## src/rtl/acc_arbiter.sv

```systemverilog
// acc_arbiter: round-robin sharing of one floating-point accumulator between N requesters.
// A grant covers a whole burst; each ACC result is tagged from an in-order FIFO of burst owners.
module acc_arbiter #(
  parameter int DataWidth               = 32,
  parameter int NumberOfRequesters      = 4,
  parameter int RequesterIdWidth        = 2,
  parameter int NumberOfAccumulate      = 4,
  parameter int NumberOfAccumulateWidth = 2,
  parameter int MaxOutstanding          = 4,
  parameter int MaxOutstandingWidth     = 2
) (
  input  logic                                     clk,
  input  logic                                     rst,
  input  logic [NumberOfRequesters-1:0]            ReqValid,
  input  logic [NumberOfRequesters*DataWidth-1:0]  ReqData,
  output logic [NumberOfRequesters-1:0]            ReqGrant,
  output logic                                     AccInValid,
  output logic [DataWidth-1:0]                     AccIn,
  input  logic                                     AccOutValid,
  input  logic [DataWidth-1:0]                     AccOut,
  output logic                                     DataOutValid,
  output logic [DataWidth-1:0]                     DataOut,
  output logic [RequesterIdWidth-1:0]              DataOutId,
  output logic                                     Busy,
  output logic                                     Error
);

  typedef enum logic [0:0] {IDLE = 1'b0, BURST = 1'b1} state_t;

  localparam logic [MaxOutstandingWidth:0]       FifoDepth = (MaxOutstandingWidth+1)'(MaxOutstanding);
  localparam logic [NumberOfAccumulateWidth-1:0] LastBeat  = NumberOfAccumulateWidth'(NumberOfAccumulate-1);

  state_t                             r_state;
  logic [NumberOfRequesters-1:0]      r_grant;
  logic [RequesterIdWidth-1:0]        r_gnt_id;
  logic [RequesterIdWidth-1:0]        r_rr_ptr;
  logic [NumberOfAccumulateWidth-1:0] r_beat;
  logic                               r_acc_in_valid;
  logic [DataWidth-1:0]               r_acc_in;
  logic                               r_out_valid;
  logic [DataWidth-1:0]               r_out_data;
  logic [RequesterIdWidth-1:0]        r_out_id;
  logic                               r_error;
  logic [RequesterIdWidth-1:0]        r_fifo [MaxOutstanding];
  logic [MaxOutstandingWidth-1:0]     r_wr_ptr;
  logic [MaxOutstandingWidth-1:0]     r_rd_ptr;
  logic [MaxOutstandingWidth:0]       r_count;

  logic [RequesterIdWidth-1:0]        w_cand [NumberOfRequesters];
  logic                               w_found;
  logic [RequesterIdWidth-1:0]        w_winner;
  logic [DataWidth-1:0]               w_req_data;
  logic                               w_accept;
  logic                               w_last_beat;
  logic                               w_full;
  logic                               w_empty;
  logic                               w_push;
  logic                               w_pop;

  // Round-robin search: first valid requester starting just after the last burst owner.
  always_comb begin
    w_found  = 1'b0;
    w_winner = '0;
    for (int i = 0; i < NumberOfRequesters; i++) begin
      w_cand[i] = RequesterIdWidth'((int'(r_rr_ptr) + 1 + i) % NumberOfRequesters);
    end
    for (int i = 0; i < NumberOfRequesters; i++) begin
      if (!w_found && ReqValid[w_cand[i]]) begin
        w_found  = 1'b1;
        w_winner = w_cand[i];
      end else begin
        w_found  = w_found;
        w_winner = w_winner;
      end
    end
  end

  assign w_req_data  = ReqData[r_gnt_id*DataWidth +: DataWidth];
  assign w_accept    = (r_state == BURST) & ReqValid[r_gnt_id] & r_grant[r_gnt_id];
  assign w_last_beat = (r_beat == LastBeat);
  // Full is judged on occupancy before any same-cycle pop, so a freed slot is seen one cycle late.
  assign w_full      = (r_count == FifoDepth);
  assign w_empty     = (r_count == '0);
  assign w_push      = (r_state == IDLE) & w_found & ~w_full;
  assign w_pop       = AccOutValid & ~w_empty;

  // Burst FSM: grant, beat forwarding and round-robin pointer update.
  always_ff @(posedge clk) begin
    if (rst) begin
      r_state        <= IDLE;
      r_grant        <= '0;
      r_gnt_id       <= '0;
      r_rr_ptr       <= RequesterIdWidth'(NumberOfRequesters-1);
      r_beat         <= '0;
      r_acc_in_valid <= 1'b0;
      r_acc_in       <= '0;
    end else begin
      case (r_state)
        IDLE: begin
          r_acc_in_valid <= 1'b0;
          if (w_push) begin
            r_grant  <= NumberOfRequesters'(1) << w_winner;
            r_gnt_id <= w_winner;
            r_state  <= BURST;
          end
        end
        BURST: begin
          if (w_accept) begin
            r_acc_in_valid <= 1'b1;
            r_acc_in       <= w_req_data;
            if (w_last_beat) begin
              r_beat   <= '0;
              r_grant  <= '0;
              r_rr_ptr <= r_gnt_id;
              r_state  <= IDLE;
            end else begin
              r_beat <= r_beat + 1'b1;
            end
          end else begin
            r_acc_in_valid <= 1'b0;
          end
        end
        default: begin
          r_state        <= IDLE;
          r_grant        <= '0;
          r_beat         <= '0;
          r_acc_in_valid <= 1'b0;
        end
      endcase
    end
  end

  // Owner-ID FIFO and tagged result register; an unmatched result raises sticky Error.
  always_ff @(posedge clk) begin
    if (rst) begin
      for (int i = 0; i < MaxOutstanding; i++) begin
        r_fifo[i] <= '0;
      end
      r_wr_ptr    <= '0;
      r_rd_ptr    <= '0;
      r_count     <= '0;
      r_out_valid <= 1'b0;
      r_out_data  <= '0;
      r_out_id    <= '0;
      r_error     <= 1'b0;
    end else begin
      r_out_valid <= AccOutValid;
      if (AccOutValid) begin
        r_out_data <= AccOut;
        if (w_empty) begin
          r_out_id <= '0;
          r_error  <= 1'b1;
        end else begin
          r_out_id <= r_fifo[r_rd_ptr];
          r_rd_ptr <= r_rd_ptr + 1'b1;
        end
      end
      if (w_push) begin
        r_fifo[r_wr_ptr] <= w_winner;
        r_wr_ptr         <= r_wr_ptr + 1'b1;
      end
      case ({w_push, w_pop})
        2'b10:   r_count <= r_count + 1'b1;
        2'b01:   r_count <= r_count - 1'b1;
        default: r_count <= r_count;
      endcase
    end
  end

  assign ReqGrant     = r_grant;
  assign AccInValid   = r_acc_in_valid;
  assign AccIn        = r_acc_in;
  assign DataOutValid = r_out_valid;
  assign DataOut      = r_out_data;
  assign DataOutId    = r_out_id;
  assign Busy         = (r_state == BURST) | ~w_empty;
  assign Error        = r_error;

endmodule
```

## config.mk

```make
export PLATFORM = sky130hd
export DESIGN_NAME = acc_arbiter
export DESIGN_NICKNAME = d
export VERILOG_FILES = /design/src/rtl/acc_arbiter.sv
export SDC_FILE = /design/constraint.sdc
export NUM_CORES = 1
export LEC_CHECK = 0
export ABC_CLOCK_PERIOD_IN_PS = 2500
export CAP_MARGIN = 20
export CELL_PAD_IN_SITES_DETAIL_PLACEMENT = 0
export CELL_PAD_IN_SITES_GLOBAL_PLACEMENT = 2
export CORE_MARGIN = 5
export CORE_UTILIZATION = 21
export CTS_BUF_LIST = sky130_fd_sc_hd__clkbuf_4 sky130_fd_sc_hd__clkbuf_8
export DETAILED_ROUTE_END_ITERATION = 6
export GPL_ROUTABILITY_DRIVEN = 0
export PLACE_DENSITY_LB_ADDON = 0.1
export SLEW_MARGIN = 20
export SYNTH_ARGS = -nofsm -noshare
export SYNTH_HDL_FRONTEND = slang
export SYNTH_SLANG_ARGS = --single-unit
```

## constraint.sdc

```tcl
create_clock -name clk -period 2.5 [get_ports clk]
set_clock_uncertainty 0.05 [all_clocks]
set_input_delay 0.5 -clock clk [delete_from_list [all_inputs] [get_ports clk]]
set_output_delay 0.5 -clock clk [all_outputs]
set_load 0.05 [all_outputs]
```

# Word-level counts from Yosys, hierarchy flattened
# Memory sizes are Yosys's and may differ from the RTL's. A register that Yosys moved wholly into a read port is not among the register bits.
# Index checks and enable logic that the tools add are counted.
# op_classes
n_eq_ne	7
muxes	42
addsub	9
shift	2
n_reduce_logical	15
n_lt_le_gt_ge	5
bitwise	9
# op_table
op	count
indexed part select 128 x 8 -> 32 bit	1
two-way mux 2 bit	10
two-way mux 1 bit	19
< comparator 2 x 3 -> 1 bit (second input constant)	5
binary-select mux 1 bit (select 2 bit)	6
two-way mux 4 bit	3
adder 2 x 1 -> 2 bit (second input constant)	4
case mux 4 bit (2 select lines)	1
AND reduction 2 bit	4
adder 2 bit (second input constant)	3
case mux 3 bit (2 select lines)	1
AND reduction 3 bit	2
AND 1 bit	5
equality test 2 bit (second input constant)	2
!= test 2 x 1 -> 1 bit (second input constant)	2
case mux 1 bit (2 select lines)	2
<< shifter 1 x 2 -> 4 bit (first input constant)	1
adder 3 x 1 -> 3 bit (second input constant)	1
equality test 3 bit (second input constant)	1
logical AND 1 bit	3
logical NOT 1 bit	3
logical NOT 3 bit	1
inverter 1 bit	3
subtractor 3 x 1 -> 3 bit (second input constant)	1
5 further kinds	5
# word_totals
word_cells	104
register_bits	87
ramBits	8
memories	1
# mem_list
name	depth	width	rd	rd_ports_with_merged_regs	wr	line	rtl
r_fifo	4	2	1	1	4	44	logic [RequesterIdWidth-1:0] r_fifo [MaxOutstanding];

# Depth between registers and ports, before layout
# Gate-level depths: netlist of the first run.
# logic_depth
depth_word	20
ltp_mapped	9

# Worst setup path before layout of the first run
# No wires, ideal clock.
# synth_timing
path_kind	input -> register
startpoint	input port AccOutValid
endpoint	register r_count[2]
path_stages	9
slack_ns	0.045
setup_ns	0.070
t_arrival_ns	2.334
required_time_ns	2.380
path_cell_list	clkbuf_1 > nor2b_1 > clkbuf_1 > ha_1 > inv_1 > fa_1 > xor2_1 > or3_1 > a21oi_1
# synth_between
elab_chain_len	3
elab_cells_between_ends	5
classes_between	2 x eq/ne; 1 x mux; 1 x bitwise; 1 x reduce/logical
# synth_lines
item	line	rtl
start, declared	19	input logic AccOutValid,
AND 1 bit *	85	assign w_pop = AccOutValid & ~w_empty;
via w_pop	58	logic w_pop;
equality test 2 x 1 -> 1 bit or equality test 2 bit (tied branches)	162	case ({w_push, w_pop})
case mux 3 bit (2 select lines) or nonzero test 2 bit (tied branches)	n/a	
end signal, assigned	163	2'b10: r_count <= r_count + 1'b1;
end signal, assigned	164	2'b01: r_count <= r_count - 1'b1;
end signal, assigned	165	default: r_count <= r_count;
end, declared	47	logic [MaxOutstandingWidth:0] r_count;
# Mark *: on every way through the listed nets, which the timed path passes. The rest lies on a longest branch.
# A chain may end at the register's enable or synchronous reset.

# Final worst setup path of the first run
# layout_timing
startpoint	input port ReqValid[1]
endpoint	register r_count[2]
# layout_between
elab_chain_len	16
elab_cells_between_ends	24
classes_between	2 x eq/ne; 13 x mux; 2 x bitwise; 7 x reduce/logical
# layout_lines
item	line	rtl
start, declared	14	input logic [NumberOfRequesters-1:0] ReqValid,
binary-select mux 1 bit (select 2 bit)	68	if (!w_found && ReqValid[w_cand[i]]) begin
two-way mux 1 bit (implied by the code)	68	
two-way mux 1 bit	68	
logical NOT 1 bit	68	
logical AND 1 bit	68	
two-way mux 1 bit	68	
logical NOT 1 bit	68	
logical AND 1 bit	68	
two-way mux 1 bit	68	
logical NOT 1 bit	68	
logical AND 1 bit	68	
two-way mux 1 bit *	68	
AND 1 bit * (2 in a row)	84	assign w_push = (r_state == IDLE) & w_found & ~w_full;
equality test 2 x 1 -> 1 bit or equality test 2 bit (tied branches)	162	
case mux 3 bit (2 select lines) or nonzero test 2 bit (tied branches)	n/a	
# Every way passes the cells marked *; elsewhere a longest branch is shown, timed or not. The select of a mux whose other input is x is not followed.

==> metrics.yaml, run 1 <==
min_period_over_period_pct: 94.47
slew_viol_final: 0
fin_ws_ns: 0.1383
syn_area_per_cell_um2: 10.28
clock_path_buffers: 2
die_h_um: 156.3
hold_class: "reg2reg"
die_width_um: 156.3
fp.coreArea_um2: 21020
dr.first_iter.drc_count: 162
synth_top_area_share_pct: 39.67
wire_per_inst_um: 16.15
antenna_found_initial: 0
status: "finished clean"
async_flop_share_pct: 0
postCtsHoldBufs: 0
hpwl_um: 11840
portBuffers: 240
grt_pass1_wl_um: 23350
hold_path_startpoint: "AccIn[4]"
cts-root-buf: "clkbuf_8"
rows: 53
drive_gt1_share_pct: 11.93
drt-vias-per-instance: 4.270
synth.net_count: 607
dpl-instance-area_um2: 7218
cap_violations: 0
dieArea_um2: 24410
drt-total-wl_um: 15400
p_leak_nw: 2.666
drc: 0
ys_ff_latch: 97
place_ws_ns: -0.3694
layout_commonest_cell: "clkdlybuf4s50_1"
final_cell_area_um2: 7426
drt_pass1_iterations: 6
finalSetupViolations: 0
tns_ns: 0
layout_common_cells: "237 x clkdlybuf4s50_1, 87 x dfxtp_1, 77 x nand2_1"
grt_setup_unrepaired: "no"
cts_sinks: 97
ys.flop_type: "dfxtp_1"
fin_crit_ns: 2.362
synth_edf_count: 8
grt_overflow: 0
worstSkewPairLatency_ns: 0.37
synth_cell_types: 39
grt_max_degree: 55
vdd_drop_max_mv: 0.2086
synth_top_area_cell: "dfxtp_1"
crit_fanout: 2
yosys-top-cells-area: "dfxtp_1 40%, mux4_2 18%, mux2i_1 7.1%"
worstPathArrival_ns: 2.62
crit_required_ns: 2.76
cp-end-kind: "flop"
ant_nets: 0
cts_setup_buffers: 0
worst_pin_slew_ns: 0.6086
cellPowerDensity_nw_per_um2: 593.2
r2r-start: "r_count[0]"
cts_tree: "done"
synth_warnings: 0
whs_ns: 0.4079
finalNetCount: 844
fmax_ghz: 0.4234
crit_path_start_kind: "input pin"
cts.htree.levels: 3
synth.cell_area_um2: 4492
ys_seq_area_share_pct: 45.01
first_global_vias: 4181
crit_type: "in2reg"
clk_pin_slew_ns: 0.10
maxSlewHeadroom_pct: 59.42
io_pins: 241
synthCells: 437
p_total_mw: 4.405
initial_utilization_pct: 21.37
num_vias: 4074
numCtsBuffers: 9
num_antenna_cells: 0
area_growth_pct: 65.32
crit_start: "ReqValid[1]"
hold_violations: 0
grt.total_usage_pct: 12.20
## metal layers
metal  vias up  routed length [um]  GRT usage (%)
met2       159                7082          19.42
met1      1908                6871          15.91
met4         0                 226          4.215
met5         -                   0              0
met3        14                1222          3.485
li1       1993                   -              -
## kinds of logic after synthesis
family | Yosys count | synth area share (%)
adders and majority gates | 3 | 1.003
buffers and inverters | 38 | 4.819
DFF | 97 | 45.01
muxes | 67 | 24.68
AOI/OAI and AO/OA | 57 | 7.354
xor gates and xnor gates | 7 | 1.365
and+or+nand+nor | 168 | 15.77
## what timing repair did
action,CTS,global route
gates resized for setup,2,1
hold endpoints to repair,0,0
endpoints found under the setup margin,1,1
## cells in the mapped netlist, types with 3 or more instances
master and number:
nand2_1 77, mux4_2 35, dfxtp_1 89, inv_1 4, nor3_1 4, edfxtp_1 8, xor2_1 4, a32oi_1 4
buf_6 7, clkbuf_1 13, xnor2_1 3, buf_2 11, nor2b_1 6, mux2i_1 32, nor2_1 64, a21oi_1 41
nand2b_1 4
## through the flow
stage	instances	util (%)
floorplan	437	-
global placement	938	34.34
detailed placement	938	34.34
CTS	954	35.30
global route	954	35.33
finish	954	35.33
## layout make-up
| type | count | area (um2) |
|---|---|---|
| Inverter | 5 | 18.77 |
| Sequential cell | 97 | 2024 |
| Fill cell | 2171 | 13600 |
| Tap cell | 275 | 344.1 |
| Timing Repair Buffer | 259 | 2574 |
| Clock buffer | 9 | 123.9 |
| Multi-Input combinational cell | 302 | 2267 |
| Clock inverter | 7 | 73.82 |
## sequential cells by signal (all words and copies together), names as in the netlist, 2 cells and up, named ones only
register	flops
r_count	3
DataOutId	2
ReqGrant	4
r_fifo	8
r_rd_ptr	2
r_beat	2
AccIn	32
r_wr_ptr	2
r_gnt_id	2
DataOut	32
r_rr_ptr	2
## worst paths after layout
| kind | depth (start not counted) | slack (ns) | endpoint |
|---|---|---|---|
| setup / recovery | 10 | 0.14 | r_count[2] |
| hold / removal | 2 | 0.41 | AccIn[4] |
| setup reg to reg | 8 | 0.32 | r_count[2] |
| hold reg to reg | 2 | 0.41 | AccIn[4] |
## worst max-delay path: stages
cell             delay [ns]
clkdlybuf4s50_1        0.44
nor4_2                 0.34
nor3_2                 0.08
inv_2                  0.06
ha_1                   0.16
inv_1                  0.06
fa_1                   0.37
xor2_1                 0.16
or3_1                  0.31
a21oi_1                0.15
## report_power, final
| part | leakage [nW] | internal [mW] | switching (mW) | total [mW] |
|---|---|---|---|---|
| combinational | 1.75 | 0.763 | 0.762 | 1.53 |
| clock | 0.102 | 0.471 | 0.586 | 1.06 |
| sequential | 0.812 | 1.72 | 0.107 | 1.82 |
(Power assumes the default switching activity.)
==> run 2, diff against run 1 <==
Settings changed: SKIP_LAST_GASP set to 1.
==> results of run 2 <==
The final DEF is identical to that of run 1; final timing and power are the same.
